$ cat config.mk
export PLATFORM = sky130hd
export DESIGN_NAME = exe_mul_issue
export DESIGN_NICKNAME = d
export VERILOG_FILES = /design/src/rtl/la_mul_pkg.sv /design/src/rtl/mul_wdog.sv /design/src/rtl/exe_mul_issue.sv
export SDC_FILE = /design/constraint.sdc
export NUM_CORES = 1
export LEC_CHECK = 0
export ABC_AREA = 1
export BUFFER_PORTS_ARGS = -buffer_cell sky130_fd_sc_hd__buf_2
export CAP_MARGIN = 10
export CORE_ASPECT_RATIO = 2
export CORE_MARGIN = 1
export CORE_UTILIZATION = 47
export CTS_BUF_LIST = sky130_fd_sc_hd__clkbuf_8 sky130_fd_sc_hd__clkbuf_16
export CTS_CLUSTER_SIZE = 20
export DETAILED_ROUTE_END_ITERATION = 8
export GPL_TIMING_DRIVEN = 1
export PLACE_DENSITY = 0.91
export REMOVE_ABC_BUFFERS = 1
export SYNTH_ARGS = -nofsm -noshare
export SYNTH_HDL_FRONTEND = slang
export SYNTH_SLANG_ARGS = --single-unit
$ cat constraint.sdc
create_clock -name clk -period 4.45 [get_ports clk]
set_input_delay 0.6675 -clock clk [delete_from_list [all_inputs] [get_ports clk]]
set_output_delay 0.6675 -clock clk [all_outputs]
set_load 0.05 [all_outputs]
$ cat src/rtl/la_mul_pkg.sv
// la_mul_pkg: shared op encoding, FSM states and request layout for the EXE multiplier requester.
`default_nettype none

package la_mul_pkg;

  localparam int XLEN  = 32;
  localparam int OP_W  = 3;
  localparam int REQ_W = OP_W + 2 * XLEN;
  localparam int RES_W = XLEN;

  localparam logic [OP_W-1:0] OP_MUL_W   = 3'b001;
  localparam logic [OP_W-1:0] OP_MULH_W  = 3'b010;
  localparam logic [OP_W-1:0] OP_MULH_WU = 3'b100;

  typedef enum logic [2:0] {
    ST_IDLE  = 3'd0,
    ST_ISSUE = 3'd1,
    ST_WAIT  = 3'd2,
    ST_DONE  = 3'd3,
    ST_DRAIN = 3'd4
  } state_t;

  typedef struct packed {
    logic [OP_W-1:0] op;
    logic [XLEN-1:0] src1;
    logic [XLEN-1:0] src2;
  } req_t;

  // Keeps only the lowest set bit so a malformed multi-hot op still selects one operation.
  function automatic logic [OP_W-1:0] op_lowest(input logic [OP_W-1:0] op);
    logic [OP_W-1:0] r;
    r = op & (~op + OP_W'(1));
    return r;
  endfunction

endpackage

`default_nettype wire

$ cat src/rtl/mul_wdog.sv
// mul_wdog: completion watchdog counter with clear/enable and a terminal-count expire flag.
`default_nettype none

module mul_wdog #(
  parameter int TIMEOUT = 64
) (
  input  logic clk,
  input  logic reset,
  input  logic clr,
  input  logic en,
  output logic expire
);

  localparam int CW = $clog2(TIMEOUT);
  localparam logic [CW-1:0] LAST = CW'(TIMEOUT - 1);

  logic [CW-1:0] cnt_q;
  logic [CW-1:0] cnt_d;

  always_comb begin
    cnt_d = cnt_q;
    if (clr) begin
      cnt_d = '0;
    end else if (en) begin
      cnt_d = cnt_q + CW'(1);
    end
  end

  always_ff @(posedge clk or posedge reset) begin
    if (reset) begin
      cnt_q <= '0;
    end else begin
      cnt_q <= cnt_d;
    end
  end

  assign expire = en & (cnt_q == LAST);

endmodule

`default_nettype wire

$ cat src/rtl/exe_mul_issue.sv
// exe_mul_issue: issues MUL.W/MULH.W/MULH.WU to the multiplier and holds the result for MEM.
`default_nettype none

module exe_mul_issue
  import la_mul_pkg::*;
#(
  parameter int TIMEOUT = 64
) (
  input  logic              clk,
  input  logic              reset,
  input  logic              req_valid,
  output logic              req_ready,
  input  logic [OP_W-1:0]   req_op,
  input  logic [XLEN-1:0]   req_src1,
  input  logic [XLEN-1:0]   req_src2,
  input  logic              flush,
  output logic              res_valid,
  input  logic              res_ready,
  output logic [RES_W-1:0]  res_data,
  output logic              mul_start,
  output logic [OP_W-1:0]   mul_op,
  output logic [XLEN-1:0]   mul_src1,
  output logic [XLEN-1:0]   mul_src2,
  input  logic              mul_done,
  input  logic [RES_W-1:0]  mul_result,
  output logic              err_timeout,
  output logic              err_proto
);

  state_t            state_q, state_d;
  req_t              req_q, req_d;
  logic [RES_W-1:0]  res_data_q, res_data_d;
  logic              res_valid_q, res_valid_d;
  logic              mul_start_q, mul_start_d;
  logic              err_timeout_q, err_timeout_d;
  logic              err_proto_q, err_proto_d;

  logic              req_ready_w;
  logic              accept;
  logic              take;
  logic [OP_W-1:0]   op_sel;
  logic              wdog_expire;

  mul_wdog #(
    .TIMEOUT (TIMEOUT)
  ) u_wdog (
    .clk    (clk),
    .reset  (reset),
    .clr    (state_q == ST_ISSUE),
    .en     ((state_q == ST_WAIT) || (state_q == ST_DRAIN)),
    .expire (wdog_expire)
  );

  assign req_ready_w = ~reset & ~flush &
                       ((state_q == ST_IDLE) | ((state_q == ST_DONE) & res_ready));
  assign accept      = req_valid & req_ready_w;
  assign op_sel      = op_lowest(req_op);

  always_comb begin
    state_d       = state_q;
    req_d         = req_q;
    res_data_d    = res_data_q;
    mul_start_d   = 1'b0;
    err_timeout_d = err_timeout_q;
    err_proto_d   = err_proto_q;
    take          = 1'b0;

    case (state_q)
      ST_IDLE: begin
        if (mul_done) err_proto_d = 1'b1;
        take = accept;
      end
      // The start pulse is already out in ISSUE, so a flush must still wait for its done.
      ST_ISSUE, ST_WAIT: begin
        if (flush) begin
          state_d = mul_done ? ST_IDLE : ST_DRAIN;
        end else if (mul_done) begin
          res_data_d = mul_result;
          state_d    = ST_DONE;
        end else if (wdog_expire) begin
          err_timeout_d = 1'b1;
          res_data_d    = '0;
          state_d       = ST_DONE;
        end else begin
          state_d = ST_WAIT;
        end
      end
      ST_DRAIN: begin
        if (mul_done) begin
          state_d = ST_IDLE;
        end else if (wdog_expire) begin
          err_timeout_d = 1'b1;
          state_d       = ST_IDLE;
        end
      end
      ST_DONE: begin
        if (mul_done) err_proto_d = 1'b1;
        if (flush || res_ready) state_d = ST_IDLE;
        take = accept;
      end
      default: state_d = ST_IDLE;
    endcase

    if (take) begin
      req_d.op   = op_sel;
      req_d.src1 = req_src1;
      req_d.src2 = req_src2;
      if (op_sel == '0) begin
        err_proto_d = 1'b1;
        res_data_d  = '0;
        state_d     = ST_DONE;
      end else begin
        mul_start_d = 1'b1;
        state_d     = ST_ISSUE;
      end
    end

    res_valid_d = (state_d == ST_DONE);
  end

  always_ff @(posedge clk or posedge reset) begin
    if (reset) begin
      state_q       <= ST_IDLE;
      req_q         <= '0;
      res_data_q    <= '0;
      res_valid_q   <= 1'b0;
      mul_start_q   <= 1'b0;
      err_timeout_q <= 1'b0;
      err_proto_q   <= 1'b0;
    end else begin
      state_q       <= state_d;
      req_q         <= req_d;
      res_data_q    <= res_data_d;
      res_valid_q   <= res_valid_d;
      mul_start_q   <= mul_start_d;
      err_timeout_q <= err_timeout_d;
      err_proto_q   <= err_proto_d;
    end
  end

  assign req_ready   = req_ready_w;
  assign res_valid   = res_valid_q;
  assign res_data    = res_data_q;
  assign mul_start   = mul_start_q;
  assign mul_op      = req_q.op;
  assign mul_src1    = req_q.src1;
  assign mul_src2    = req_q.src2;
  assign err_timeout = err_timeout_q;
  assign err_proto   = err_proto_q;

endmodule

`default_nettype wire

---- Word-level counts from Yosys, hierarchy flattened ----
Cells that the tools add are included.
word-level totals
  output and inout bits ................... 104
  word-level logic and storage cells ...... 67
  flip-flop bits (word level) ............. 112
cells by class
  equality and inequality tests ........... 7
  multiplexer cells ....................... 29
  add/sub/neg operators ................... 2
  reductions and logical operators ........ 9
  bitwise gates (word level) .............. 10
operator list
  kind                                                  count
  two-way mux 32 bit                                    6
  two-way mux 3 bit                                     6
  two-way mux 1 bit                                     12
  two-way mux 6 bit                                     2
  case mux 3 bit (4 select lines)                       1
  equality test 3 x 2 -> 1 bit (second input constant)  3
  adder 6 x 1 -> 6 bit (second input constant)          1
  equality test 6 bit (second input constant)           1
  zero test 3 bit                                       2
  bitwise AND 1 bit                                     5
  nonzero test 2 bit                                    2
  OR reduction 2 bit                                    2
  adder 3 x 1 -> 3 bit (second input constant)          1
  bitwise AND 3 bit                                     1
  equality test 3 x 1 -> 1 bit (second input constant)  1
  equality test 3 bit (second input constant)           1
  inverter 3 bit                                        1
  logical OR 1 bit                                      2
  two-way mux 2 bit                                     1
  inequality test 2 bit (second input constant)         1
  inverter 1 bit                                        2
  case mux 1 bit (2 select lines)                       1
  AND reduction 2 bit                                   1
  OR 1 bit                                              1

---- Depth between registers and ports, before layout ----
  word-level depth ........................ 9
  gate-level depth with buffers ........... 9

---- Cells and area by module ----
Synthesis repeated with hierarchy kept, for this count alone.
second synthesis, totals
  cells, all modules ...................... 590
  area, all modules ....................... 4912.2 um2
modules (own cells, without submodules)
  module         times used  area an instance (um2)  cells an instance
  exe_mul_issue  1           4594.4                  548
  mul_wdog       1           317.8                   42

---- Worst setup path before layout ----
OpenSTA, ideal clock, no wires.
  path type ............................... input-to-output
  start ................................... in res_ready
  end ..................................... out req_ready
  data arrival time ....................... 1.243 ns
  buffers on the path ..................... 0
  path slack .............................. 2.539 ns
  data required time ...................... 3.783 ns
  stages .................................. 4
  path through ............................ inv_1 > o21ai_2 > nand2_1 > inv_1
between the ends
  longest elaborated chain between the ends .. 3
RTL lines
  what               RTL line             source
  start, declared    exe_mul_issue.sv:18  input logic res_ready,
  bitwise AND 1 bit  exe_mul_issue.sv:55  ((state_q == ST_IDLE) | ((state_q == ST_DONE) & res_ready));
  OR 1 bit           exe_mul_issue.sv:55
  bitwise AND 1 bit  exe_mul_issue.sv:54  assign req_ready_w = ~reset & ~flush &
  end, declared      exe_mul_issue.sv:12  output logic req_ready,
Every way passes these cells.

---- Worst setup path in the final report ----
  start ................................... reg state_q[2]
  end ..................................... reg res_data_q[20], in the netlist res_data[20]
between the ends
  longest elaborated chain between the ends .. 9
  elaborated cells between the ends (all ways) .. 20
  classes of those cells .................. 4 x eq/ne; 7 x mux; 5 x bitwise; 4 x reduce/logical
RTL lines
  what                                                                        RTL line                                  source
  start, declared                                                             exe_mul_issue.sv:30                       state_t state_q, state_d;
  start signal, assigned                                                      exe_mul_issue.sv:131                      state_q <= state_d;
  equality test 3 x 2 -> 1 bit / equality test 3 bit (equally long branches)  exe_mul_issue.sv:50, exe_mul_issue.sv:68
  logical OR 1 bit                                                            exe_mul_issue.sv:50                       .en ((state_q == ST_WAIT) || (state_q == ST_DRAIN)),
  bitwise AND 1 bit                                                           mul_wdog.sv:37                            assign expire = en & (cnt_q == LAST);
  two-way mux 32 bit                                                          exe_mul_issue.sv:80                       end else if (wdog_expire) begin
  two-way mux 32 bit                                                          exe_mul_issue.sv:77                       end else if (mul_done) begin
  two-way mux 32 bit                                                          exe_mul_issue.sv:75                       if (flush) begin
  two-way mux 32 bit                                                          exe_mul_issue.sv:68                       case (state_q)
  two-way mux 32 bit                                                          exe_mul_issue.sv:108                      if (op_sel == '0) begin
  two-way mux 32 bit *                                                        exe_mul_issue.sv:104                      if (take) begin
  via res_data_d[20]                                                          exe_mul_issue.sv:32                       logic [RES_W-1:0] res_data_q, res_data_d;
  end signal, assigned                                                        exe_mul_issue.sv:133                      res_data_q <= res_data_d;
  end, declared                                                               exe_mul_issue.sv:32
The timed path passes the listed nets; every way through them passes the cells marked *.
A chain may end at the register's enable or synchronous reset.

==> flow_summary.json <==
{
  "tightest_slew_ns": 1.22,
  "std_cell_rows": 50,
  "die_x_um": 71.2,
  "finalSetupViolations": 0,
  "place_ws_ns": 2.03,
  "finalNetCount": 820,
  "cap_viol_max_count": 0,
  "cpPeakStageDelay_ns": 0.92,
  "crit_family": "simple AND/OR/NAND/NOR gates",
  "p_leak_nw": 3.40,
  "area_growth_syn_to_layout_pct": 29.3,
  "postSynthAreaPerCell_sq_um": 8.73,
  "arrival_ns": 2.52,
  "p_per_area_mw_per_mm2": 814,
  "final_layout_size_suffix_gt1_share_pct": 32.9,
  "dp_hpwl_mm": 8.06,
  "stdcell_count": 821,
  "yosys_register_bits": 112,
  "violations": "design-rule violations",
  "yosysUniqueCellTypes": 23,
  "power_frac_comb_pct": 49.9,
  "tritoncts": "yes",
  "crit_type": "register to register",
  "io_pins": 209,
  "final_area_sq_mm": 0.00581,
  "register_area_sq_mm": 0.00280,
  "gr-total-overflow": 0,
  "root_buffer": "clkbuf_16",
  "portBuffers": 208,
  "setup.worst_path.start_class": "register",
  "sw_frac_of_total_pct": 51.6,
  "place.gp.congestion": 0.864,
  "power_frac_seq_pct": 34.4,
  "layout_min_cycle_time_ns": 2.28,
  "dr_total_vias": 4086,
  "power.share.clock_pct": 15.6,
  "rsz0062_at_grt": "no",
  "cpMaxStageDelayCell": "nor2_2",
  "p_int_mw": 2.29,
  "finalCritPeriodShare_pct": 51.2,
  "fin_hold_ws_ns": 0.469,
  "vias_per_cell": 4.98,
  "status": "complete, but fails checks",
  "path_clk_slew_ns": 0.07,
  "dr.pass1.iters": 6,
  "die_h_um": 140,
  "worstHoldPathCells": 1,
  "worstSetupEndpointType": "register",
  "cts_sinks": 112,
  "cts_max_level": 3,
  "ant_nets": 0,
  "placed_area_sq_mm": 0.00555,
  "crit_fanout": 32,
  "slew_viol_final": 0,
  "worst_slack_ns": 2.17,
  "synthesis.area_sq_mm": 0.00450,
  "yosysTopAreaCell": "dfrtp_1",
  "cp_cell_sequence": "inv_2 > nand3_2 > nand2_1 > nand2_1 > nor2_2 > nand2_1 > a21oi_1",
  "path_buf_inv": 1,
  "insertion_delay_ns": 0.34,
  "grt_pass1_vias": 3893,
  "hp-class": "register to register",
  "wl_per_cell_um": 13.5,
  "core_sq_mm": 0.00932,
  "fin_skew_ns": 0.0129,
  "holdBufCountCts": 0,
  "ys_seq_area_share_pct": 62.3,
  "clock.fmax_ghz": 0.439,
  "timing.rr.end": "res_data[20]",
  "reg2reg_slack_ns": 2.17,
  "grt_pass1_wl_mm": 17.4,
  "grt_max_degree": 83,
  "antenna_cells": 0,
  "multi_input_area_sq_mm": 0.00147,
  "finalSetupTns_ns": 0,
  "hold_viol": 0,
  "numCtsBuffers": 9,
  "crit_required_ns": 4.70,
  "peakVddDrop_v": 0.000391,
  "drt_iter0_markers": 229,
  "drt_wl_total_mm": 11.1,
  "ff2ff_path_depth": 7,
  "r2r_start": "state_q[2]",
  "synth_top_area_share_pct": 62.3,
  "start_util_pct": 48.2,
  "die_area_sq_mm": 0.00999,
  "placedCellCount": 807,
  "postLayoutCoreUtil_pct": 62.4,
  "grt_usage_pct": 22.5,
  "cts_setup_buffers": 0,
  "hold_end": "err_timeout",
  "max-slew-margin-rel_pct": 18.5,
  "syn_inst": 515,
  "postCtsResizedCells": 0,
  "antenna_found_initial": 0,
  "drc_errors": 13,
  "synth_area_leaders": "dfrtp_1, nand2_1, a21oi_1",
  "power.switching_mw": 2.44,
  "finalPower_mw": 4.73,
  "crit_top_cell": "nand2_1",
  "clockBufferDepth": 2,
  "nFillCells": 793,
  "ys_warn_count": 0,
  "hold_start": "err_timeout"
}
==> sequential cells by signal, indices dropped and copies added (netlist names) <==
| signal | cells |
|---|---|
| res_valid | 1 |
| mul_src2 | 32 |
| mul_src1 | 32 |
| err_timeout | 1 |
| u_wdog.cnt_q | 6 |
| mul_op | 3 |
| err_proto | 1 |
| mul_start | 1 |
| res_data | 32 |
| state_q | 3 |
==> power by group through the flow <==
| stage | Sequential [mW] | Clock, mW | Combinational [mW] |
|---|---|---|---|
| finish | 1.63 | 0.739 | 2.36 |
| detailed placement | 1.64 | 0 | 2.38 |
| global route | 1.67 | 0.787 | 2.49 |
| global placement | 1.63 | 0 | 2.33 |
| floorplan | 2.98 | 0 | 0.434 |
| CTS | 1.63 | 0.751 | 2.38 |
==> how the worst max path moves through the flow <==
stage                     from            to  slack [ns]  cells past startpoint
floorplan                reset     err_proto        0.82                      1
global placement     req_op[1]  res_data[10]        2.04                      6
detailed placement   req_op[1]   res_data[1]        2.03                      6
CTS                 state_q[2]  res_data[20]        2.20                      7
global route        state_q[2]  res_data[20]        1.99                      7
finish              state_q[2]  res_data[20]        2.17                      7
==> layer usage <==
| metal | GRT usage (%) | share of wire [%] | wire length [um] | vias to the layer above |
|---|---|---|---|---|
| met3 | 3.96 | 5.6 | 622 | 35 |
| met1 | 23.9 | 36 | 3970 | 1901 |
| met5 | 0 | 0 | 0 | - |
| met2 | 41.0 | 55 | 6060 | 158 |
| met4 | 12.0 | 4.1 | 450 | 0 |
| li1 | - | - | - | 1992 |
==> logic make-up after synthesis <==
logic type | Yosys count | share of synthesized area, %
DFF | 112 | 62.3
adders and majority gates | 1 | 0.278
xor gates and xnor gates | 1 | 0.195
and+or+nand+nor | 310 | 26.8
buffers and inverters | 44 | 4.95
AOI/OAI and AO/OA | 47 | 5.45
==> area by class of cell <==
| type | count | area share, % |
|---|---|---|
| Timing Repair Buffer | 210 | 18.2 |
| Multi-Input combinational cell | 359 | 25.3 |
| Clock buffer | 9 | 3.87 |
| Clock inverter | 5 | 0.732 |
| Inverter | 22 | 1.48 |
| Tap cell | 104 | 2.24 |
| Sequential cell | 112 | 48.2 |
==> cell usage after synthesis <==
cell type / instances
o21ai_0: 5
clkbuf_1: 7
dfrtp_1: 112
nand4_1: 3
xor2_1: 1
clkinv_2: 1
nand3_2: 2
inv_1: 19
inv_2: 2
buf_6: 6
buf_2: 9
o21ai_2: 1
nor2_1: 11
ha_1: 1
nand2_1: 281
or2_2: 1
o21bai_1: 1
nor2_2: 1
a31o_2: 1
o21ai_1: 3
a21oi_1: 36
nand2_2: 2
nand3_1: 9
==> cells in the final DEF, fill, tap and decap left out, drive strengths merged <==
| cell type | Yosys | routed |
|---|---|---|
| a21oi | 36 | 36 |
| a31o | 1 | 1 |
| buf | 15 | 210 |
| clkbuf | 7 | 9 |
| clkinv | 1 | 2 |
| clkinvlp | 0 | 1 |
| dfrtp | 112 | 112 |
| ha | 1 | 1 |
| inv | 21 | 24 |
| nand2 | 283 | 283 |
| nand3 | 11 | 11 |
| nand4 | 3 | 3 |
| nor2 | 12 | 12 |
| o21ai | 9 | 9 |
| o21bai | 1 | 1 |
| or2 | 1 | 1 |
| xor2 | 1 | 1 |
Note: power is estimated with default switching activity, not from simulation.
